**src/rtl/gcd_pkg.sv**
```systemverilog
// gcd_pkg: shared definitions for the binary (Stein) GCD engine.
//   gcd_state_e : FSM state encoding (IDLE, STRIP, ITER, DONE)
//   gcd_cnt_w() : default width of the optional cycle counter, sized to hold
//                 the worst-case accept-to-result latency of 3*WIDTH+3.
package gcd_pkg;

  typedef enum logic [1:0] {
    S_IDLE  = 2'd0,
    S_STRIP = 2'd1,
    S_ITER  = 2'd2,
    S_DONE  = 2'd3
  } gcd_state_e;

  function automatic int gcd_cnt_w(input int width);
    return $clog2(3 * width + 3);
  endfunction

endpackage

```
**src/rtl/gcd_stein_step.sv**
```systemverilog
// gcd_stein_step: one combinational ITER step of Stein's algorithm.
//   a_i, b_i     : current operands (WIDTH bits, both non-zero, not both even)
//   next_a_o/b_o : operands after one reduction step
//   eq_o         : a_i == b_i, the loop terminates and a_i is the odd part
// Priority: equal, a even, b even, then subtract-and-halve on the larger one.
// The larger operand is always the minuend, so the subtract never wraps; the
// difference of two odd numbers is even, so the halving loses nothing.
module gcd_stein_step #(
  parameter int WIDTH = 16
) (
  input  logic [WIDTH-1:0] a_i,
  input  logic [WIDTH-1:0] b_i,
  output logic [WIDTH-1:0] next_a_o,
  output logic [WIDTH-1:0] next_b_o,
  output logic             eq_o
);

  logic [WIDTH-1:0] a_minus_b;
  logic [WIDTH-1:0] b_minus_a;

  assign a_minus_b = a_i - b_i;
  assign b_minus_a = b_i - a_i;
  assign eq_o      = (a_i == b_i);

  always_comb begin
    next_a_o = a_i;
    next_b_o = b_i;
    if (eq_o) begin
      next_a_o = a_i;
    end else if (!a_i[0]) begin
      next_a_o = a_i >> 1;
    end else if (!b_i[0]) begin
      next_b_o = b_i >> 1;
    end else if (a_i > b_i) begin
      next_a_o = a_minus_b >> 1;
    end else begin
      next_b_o = b_minus_a >> 1;
    end
  end

endmodule

```
**src/rtl/gcd_stein.sv**
```systemverilog
// gcd_stein: parametrised binary (Stein) GCD engine with valid/ready on both
// the operand and result sides.
//   clk, reset          : rising-edge clock, synchronous active-high reset
//   in_valid / in_ready : operand handshake; x, y sampled only on accept
//   out_valid/out_ready : result handshake; result held stable until consumed
//   result              : gcd(x, y) (gcd(0,0) = 0)
//   busy                : high in every state except IDLE
//   cycles              : STRIP+ITER cycle count of the last/current run,
//                         present only when GCD_CYCLE_COUNT_EN is defined
// Flow: IDLE -> (zero operand: DONE) | STRIP (strip common factors of two,
// counted in k) -> ITER (odd-part reduction) -> DONE (result = a << k).
module gcd_stein
  import gcd_pkg::*;
#(
  parameter int WIDTH = 16,
  parameter int CNT_W = gcd_cnt_w(WIDTH)
) (
  input  logic             clk,
  input  logic             reset,
  input  logic             in_valid,
  output logic             in_ready,
  input  logic [WIDTH-1:0] x,
  input  logic [WIDTH-1:0] y,
  output logic             out_valid,
  input  logic             out_ready,
  output logic [WIDTH-1:0] result,
  output logic             busy
`ifdef GCD_CYCLE_COUNT_EN
  ,
  output logic [CNT_W-1:0] cycles
`endif
);

  localparam int KW = $clog2(WIDTH);

  gcd_state_e       state_q, state_d;
  logic [WIDTH-1:0] a_q, a_d;
  logic [WIDTH-1:0] b_q, b_d;
  logic [KW-1:0]    k_q, k_d;
  logic [WIDTH-1:0] res_q, res_d;

  logic [WIDTH-1:0] step_a, step_b;
  logic             step_eq;

`ifdef GCD_CYCLE_COUNT_EN
  logic [CNT_W-1:0] cnt_q, cnt_d;
  assign cycles = cnt_q;
`endif

  gcd_stein_step #(.WIDTH(WIDTH)) u_step (
    .a_i      (a_q),
    .b_i      (b_q),
    .next_a_o (step_a),
    .next_b_o (step_b),
    .eq_o     (step_eq)
  );

  always_comb begin
    state_d   = state_q;
    a_d       = a_q;
    b_d       = b_q;
    k_d       = k_q;
    res_d     = res_q;
    in_ready  = 1'b0;
    out_valid = 1'b0;
    busy      = 1'b1;
`ifdef GCD_CYCLE_COUNT_EN
    cnt_d     = cnt_q;
`endif
    case (state_q)
      S_IDLE: begin
        in_ready = 1'b1;
        busy     = 1'b0;
        if (in_valid) begin
          a_d = x;
          b_d = y;
          k_d = '0;
`ifdef GCD_CYCLE_COUNT_EN
          cnt_d = '0;
`endif
          // gcd(0, v) = v covers both-zero too (result 0).
          if (x == '0) begin
            res_d   = y;
            state_d = S_DONE;
          end else if (y == '0) begin
            res_d   = x;
            state_d = S_DONE;
          end else begin
            state_d = S_STRIP;
          end
        end
      end
      S_STRIP: begin
`ifdef GCD_CYCLE_COUNT_EN
        cnt_d = cnt_q + 1'b1;
`endif
        // Both operands are non-zero here, so this loop ends within WIDTH-1
        // shifts and k cannot overflow.
        if (!a_q[0] && !b_q[0]) begin
          a_d = a_q >> 1;
          b_d = b_q >> 1;
          k_d = k_q + 1'b1;
        end else begin
          state_d = S_ITER;
        end
      end
      S_ITER: begin
`ifdef GCD_CYCLE_COUNT_EN
        cnt_d = cnt_q + 1'b1;
`endif
        if (step_eq) begin
          // Restore the common power of two; never exceeds the inputs.
          res_d   = a_q << k_q;
          state_d = S_DONE;
        end else begin
          a_d = step_a;
          b_d = step_b;
        end
      end
      S_DONE: begin
        out_valid = 1'b1;
        if (out_ready) state_d = S_IDLE;
      end
      default: state_d = S_IDLE;
    endcase
  end

  always_ff @(posedge clk) begin
    if (reset) begin
      state_q <= S_IDLE;
      a_q     <= '0;
      b_q     <= '0;
      k_q     <= '0;
      res_q   <= '0;
`ifdef GCD_CYCLE_COUNT_EN
      cnt_q   <= '0;
`endif
    end else begin
      state_q <= state_d;
      a_q     <= a_d;
      b_q     <= b_d;
      k_q     <= k_d;
      res_q   <= res_d;
`ifdef GCD_CYCLE_COUNT_EN
      cnt_q   <= cnt_d;
`endif
    end
  end

  assign result = res_q;

endmodule

```
**config.mk**
```make
export PLATFORM = sky130hd
export DESIGN_NAME = gcd_stein
export DESIGN_NICKNAME = d
export VERILOG_FILES = /design/src/rtl/gcd_pkg.sv /design/src/rtl/gcd_stein_step.sv /design/src/rtl/gcd_stein.sv
export SDC_FILE = /design/constraint.sdc
export NUM_CORES = 1
export LEC_CHECK = 0
export CAP_MARGIN = 20
export CORE_AREA = 3 3 128 130
export CTS_BUF_LIST = sky130_fd_sc_hd__clkbuf_4 sky130_fd_sc_hd__clkbuf_8
export DETAILED_ROUTE_END_ITERATION = 8
export DIE_AREA = 0 0 131 133
export SYNTH_ARGS = -nofsm -noshare
export SYNTH_HDL_FRONTEND = slang
export SYNTH_SLANG_ARGS = --single-unit
```
**constraint.sdc**
```tcl
create_clock -name clk -period 3.2 [get_ports clk]
set_input_delay 0.48 -clock clk [delete_from_list [all_inputs] [get_ports clk]]
set_output_delay 0.48 -clock clk [all_outputs]
set_load 0.02 [all_outputs]
```
# After elaboration in Yosys (flattened, before gate mapping)

Index checks and enable logic that the tools add are counted.

Input bits: 36
Output and inout port bits: 19
Word-level logic and storage cells: 75
Bits in registers: 54

Muxes and demuxes: 32
Add/sub/neg operators: 3
Shift-type cells: 1
Order comparisons: 1
Reductions and logical operators: 16
Equality and inequality tests: 15

Operators by type and width:

| cell                                                                     | number |
|---|---|
| 16-bit 2-to-1 mux                                                        | 16 |
| 16-bit one-hot mux with 3 select lines                                   | 2 |
| 16-bit zero test                                                         | 2 |
| 16-bit one-hot mux with 2 select lines                                   | 1 |
| 16-bit subtractor                                                        | 2 |
| 16-bit equality test                                                     | 1 |
| 16-bit > comparator                                                      | 1 |
| 16-bit by 4-bit << shifter with 16-bit output                            | 1 |
| 2-bit inequality test (second input constant)                            | 7 |
| 2-bit 2-to-1 mux                                                         | 6 |
| 4-bit AND reduction                                                      | 3 |
| 6-bit AND reduction                                                      | 2 |
| 3-bit inequality test (second input constant)                            | 3 |
| 4-bit 2-to-1 mux                                                         | 2 |
| 2-bit one-hot mux with 4 select lines                                    | 1 |
| 4-bit one-hot mux with 2 select lines                                    | 1 |
| 5-bit AND reduction                                                      | 1 |
| 4-bit by 1-bit adder with 4-bit output (second input constant)           | 1 |
| 2-bit equality test (second input constant)                              | 2 |
| 2-bit nonzero test                                                       | 2 |
| 1-bit 2-to-1 mux                                                         | 3 |
| 3-bit by 2-bit inequality test with 1-bit output (second input constant) | 1 |
| 3-bit AND reduction                                                      | 1 |
| 3-bit nonzero test                                                       | 1 |
| other kinds (4)                                                          | 5 |

# Longest topological paths before layout

Depth in word-level cells: 6
Depth in mapped cells: 13
Gate-level depth less buffers: 11

# Modules after synthesis

From an unflattened synthesis, not the netlist that was laid out.

Cell total of the unflattened synthesis: 799
Area total of the unflattened synthesis: 6,248.5 µm²

Modules (own cells, without submodules):

| module         | sequential area each (µm²) | area an instance (µm²) | cells an instance | instances |
|---|---|---|---|---|
| gcd_stein      | 1,081.0                    | 3,813.7                | 446               | 1 |
| gcd_stein_step | 0.0                        | 2,434.8                | 353               | 1 |

# Worst setup path before layout

OpenSTA, ideal clock, no wires.

Path type: reg-to-reg
Start point: reg a_q[0]
End point: reg a_q[14]
Setup slack: 0.167 ns
Period minus slack after synthesis: 3.033 ns
Cell stages (with the launch flop): 13
Buffers on the path: 2
Library setup time: 0.115 ns
Data required time: 3.085 ns
Data arrival time: 2.919 ns
Cell sequence: dfxtp_1 -> clkbuf_1 -> inv_1 -> ha_1 -> fa_1 -> nor2b_1 -> o31a_1 -> o311a_4 -> o21ai_4 -> nor3_1 -> buf_2 -> a221oi_1 -> a2111oi_0

Longest elaborated chain between the ends: 6
Elaborated cells on any way between the ends: 15
Those cells by class: add/sub: 1; order compare: 1; eq/ne: 5; mux: 5; reduce/logical: 3

Ends and longest elaborated chain:

| what                                   | RTL line             | text |
|---|---|---|
| from (decl)                            | gcd_stein.sv:37      | `logic [WIDTH-1:0] a_q, a_d;` |
| from (signal assigned)                 | gcd_stein.sv:131     | `a_q <= '0;` |
| from (signal assigned)                 | gcd_stein.sv:140     | `a_q <= a_d;` |
| 16-bit subtractor                      | gcd_stein_step.sv:21 | `assign a_minus_b = a_i - b_i;` |
| 16-bit 2-to-1 mux                      | gcd_stein_step.sv:34 | `end else if (a_i > b_i) begin` |
| 16-bit 2-to-1 mux                      | gcd_stein_step.sv:32 | `end else if (!b_i[0]) begin` |
| 16-bit 2-to-1 mux                      | gcd_stein_step.sv:30 | `end else if (!a_i[0]) begin` |
| 16-bit 2-to-1 mux                      | gcd_stein.sv:111     | `if (step_eq) begin` |
| 16-bit one-hot mux with 3 select lines | gcd_stein.sv:70      | `case (state_q)` |

Parallel ways exist; a longest one is shown, timed or not. The select of a mux whose other input is x is not followed.
A chain may end at the register's enable or synchronous reset.

# Final worst setup path

Start point: reg a_q[3]
End point: reg a_q[13]

Same word-level chain as after synthesis.

==> impl_metrics.yaml <==
timing:
  hold_viol_final: 0
  fin_worst_skew_ns: 0.0160
  grt_setup_unrepaired: "false"
  slew_viol_final: 0
  setup_viol: 0
  tns_ns: 0
  tightest_slew_ns: 0.918
  hold_ws_ns: 0.485
  max_freq_mhz: 341
  fin_crit_sh_pct: 91.7
  fin_crit_ns: 2.93
  worst_slack_ns: 0.267
  slew_headroom_pct: 38.7
power:
  seq_power_share_pct: 15.7
  p_sw_mw: 3.63
  share_clk_of_total_power_pct: 6.1
  power-per-cell-area_mw_per_mm2: 1110
  leakage_nw: 2.30
  p_sw_share_pct: 52.6
  vdd_ir_drop_max_v: 0.000549
  p_int_mw: 3.27
  comb_power_share_pct: 78.2
yosys:
  synth-seq-area-share_pct: 20.3
  syn-num-nets: 792
  syn_area_per_cell_sq_um: 7.45
  synth_warnings: 0
  ys.flop_type: "dfxtp_1"
  synth_seq_cells: 54
  async_reset_ff_share_pct: 0
  syn_inst: 716
  synth_edf_count: 0
  synthDistinctLibCells: 68
  synth_area_sq_mm: 0.00533
worst_setup_path:
  cp_max_fo: 5
  end_kind: "flop"
  critPathArrivalTime_ns: 3.19
  worstSetupEndpoint: "a_q[13]$_SDFFE_PP0P_"
  reg2reg_from: "a_q[3]$_SDFFE_PP0P_"
  cp-startpoint: "a_q[3]$_SDFFE_PP0P_"
  ff2ff_setup_slack_ns: 0.27
  cp.required_ns: 3.45
  cp-start-kind: "flop"
  rr_endpoint: "a_q[13]$_SDFFE_PP0P_"
  reg2reg_depth: 10
  critPathKind: "flop to flop"
routing:
  drt-initial-drc-count: 665
  avgRoutedWirePerCell_um: 18.7
  dr.pass1.iters: 6
  vias: 5568
  totalWireLength_um: 18300
  ant_nets: 0
  drc_errors: 0
  vias_per_cell: 5.70
clocking:
  post_cts_buffers: 0
  clock_sinks: 54
  post_cts_resized: 0
  ctsHoldBuffers: 0
  clkTransAtPathRegs_ns: 0.12
  htreeDepth: 2
  clk-insertion-delay-late_ns: 0.34
  tritoncts: "yes"
  numCtsBuffers: 5
  cts_max_path_buffers: 2
  cts_root_buf: "clkbuf_8"
global_route:
  busiest_layer: "met2"
  met1_usage_pct: 29.9
  grt_pass1_wl_um: 27900
  grt_use_met3_pct: 3.75
  grt_use_met2_pct: 30.1
  grt.total_usage_pct: 20.5
  overflow: 0
  grt_max_degree: 33
  grt_pass1_vias: 4997
  antenna_found_initial: 0
floorplanning:
  start_util_pct: 35.0
  die_area_sq_mm: 0.0174
  chipHeight_um: 133
  ios: 55
  dieWidth_um: 131
  core_area_sq_mm: 0.0153
  rows: 45
layout:
  nNetsFinal: 842
  diodes: 0
  area_growth_pct: 16.6
  drive_gt1_share_pct: 11.0
run:
  maxCapViolCount: 0
placement:
  io_buffers: 54
  gp_congestion: 0.911
  hpwlAfterDp_um: 14400
  place_ws_ns: 0.242
worst_hold_path:
  hold_path_class: "flop to flop"
  holdPathStages: 2
status:
  status: "finished, final reports clean"
-- worst min-delay path by stage --
stage | from | endpoint | slack (ns)
3_3_place_gp | b_q[15]$_SDFFE_PP0P_ | b_q[15]$_SDFFE_PP0P_ | 0.45
2_1_floorplan | b_q[15]$_SDFFE_PP0P_ | b_q[15]$_SDFFE_PP0P_ | 0.44
5_1_grt | b_q[15]$_SDFFE_PP0P_ | b_q[15]$_SDFFE_PP0P_ | 0.50
4_1_cts | b_q[15]$_SDFFE_PP0P_ | b_q[15]$_SDFFE_PP0P_ | 0.48
3_5_place_dp | b_q[15]$_SDFFE_PP0P_ | b_q[15]$_SDFFE_PP0P_ | 0.47
6_report | b_q[15]$_SDFFE_PP0P_ | b_q[15]$_SDFFE_PP0P_ | 0.48
-- layout by cell type, fill, tap and decap left out, types with 4 or more instances in the layout --
cell,count
nor4_1,9
mux4_2,6
nand4_1,6
o21a_1,8
o21ai_0,32
xnor2_1,16
mux2i_1,25
o31ai_1,4
o22ai_1,11
a22oi_1,4
a31oi_1,7
nand2b_1,7
xor2_1,10
a31o_2,9
dfxtp_1,54
nor2b_1,5
nand3_1,11
buf_4,43
ha_1,37
nand3b_1,4
nor3_1,16
a2111oi_0,9
clkdlybuf4s50_1,53
or3_1,5
nor2_1,59
a21oi_1,81
a221oi_1,4
a211oi_1,14
nand2_1,90
o211ai_1,18
clkbuf_8,5
inv_1,47
-- area by class of cell --
cell class | instances | area (sq um)
timing repair buffer | 97 | 858
clock inverter | 2 | 13.8
clock buffer | 5 | 68.8
sequential | 54 | 1080
multi-input combinational | 561 | 3760
inverter | 47 | 176
tap | 211 | 264
fill | 1611 | 9040
-- per-layer routing --
layer,wire (um),up-vias
li1,-,2690
met5,0,-
met2,7890,241
met3,1530,35
met1,8330,2602
met4,544,0
-- stage by stage --
stage / cells / area (sq um) / utilization [%] / total power, mW
CTS: 977 / 6220 / 40.8 / 6.84
detailed placement: 970 / 6140 / 40.2 / 6.39
finish: 977 / 6220 / 40.8 / 6.90
global route: 977 / 6220 / 40.8 / 7.47
floorplan: 716 / 5330 / - / 4.97
global placement: 970 / 6140 / 40.2 / 6.39
-- power by group through the flow --
stage / Clock (mW) / Combinational, mW / Sequential, mW
final: 0.423 / 5.39 / 1.08
after global routing: 0.454 / 5.90 / 1.11
after CTS: 0.437 / 5.32 / 1.08
after detailed placement: 0 / 5.29 / 1.10
after global placement: 0 / 5.30 / 1.09
after floorplan: 0 / 3.84 / 1.13
-- state kept, by name, indices dropped and copies added (netlist names) --
register  cells
b_q          16
k_q           4
state_q       2
result       16
a_q          16
-- cells in the mapped netlist (3+ instances only) --
| cell | n | area share (%) |
|---|---|---|
| nand3b_1 | 4 | 0.56 |
| o211ai_1 | 18 | 2.5 |
| inv_1 | 47 | 3.3 |
| or2_2 | 3 | 0.35 |
| clkbuf_8 | 8 | 2.1 |
| nand2b_1 | 7 | 0.82 |
| mux2_2 | 3 | 0.63 |
| nor3_1 | 16 | 1.5 |
| buf_1 | 3 | 0.21 |
| a311o_1 | 3 | 0.56 |
| buf_2 | 6 | 0.56 |
| buf_6 | 3 | 0.63 |
| o22ai_1 | 11 | 1.3 |
| ha_1 | 38 | 8.9 |
| nor2b_1 | 5 | 0.59 |
| a211o_1 | 3 | 0.49 |
| a22oi_1 | 4 | 0.56 |
| nand4_1 | 6 | 0.70 |
| nand3_1 | 11 | 1.0 |
| a2bb2oi_1 | 3 | 0.49 |
| a2111oi_0 | 9 | 1.5 |
| a31o_2 | 9 | 1.5 |
| o31ai_1 | 4 | 0.56 |
| o21ai_0 | 32 | 3.0 |
| nor4_1 | 9 | 1.1 |
| o21ai_1 | 3 | 0.28 |
| dfxtp_1 | 54 | 20 |
| clkbuf_1 | 32 | 2.3 |
| a221oi_1 | 4 | 0.66 |
| nor2_1 | 59 | 4.2 |
| or3_1 | 5 | 0.59 |
| mux4_2 | 6 | 2.5 |
| a31oi_1 | 7 | 0.82 |
| mux2i_1 | 25 | 4.7 |
| a21oi_1 | 81 | 7.6 |
| xnor2_1 | 16 | 2.6 |
| a211oi_1 | 14 | 2.0 |
| nand2_1 | 90 | 6.3 |
| o21a_1 | 8 | 1.1 |
| xor2_1 | 10 | 1.6 |
-- critical path, cell delays in order (launching register included) --
cell and delay (ns):
dfxtp_1 0.39, inv_1 0.07, ha_1 0.38, o21a_1 0.20
o31a_1 0.15, o31ai_1 0.68, o311ai_0 0.29, xor2_1 0.23
nand2_1 0.08, a31o_2 0.24, a21oi_1 0.13
-- kinds of logic (layout without fill, tap and decap cells) --
kind of cell | after synthesis | in the layout | synth area share (%)
compound gates | 235 | 235 | 29.0
xor+xnor | 26 | 26 | 4.27
fa+ha+maj | 40 | 40 | 9.66
buf+inv | 101 | 151 | 9.31
flops | 54 | 54 | 20.3
mux | 34 | 34 | 7.86
simple gates | 226 | 226 | 19.6
Note: power is estimated with default switching activity, not from simulation.
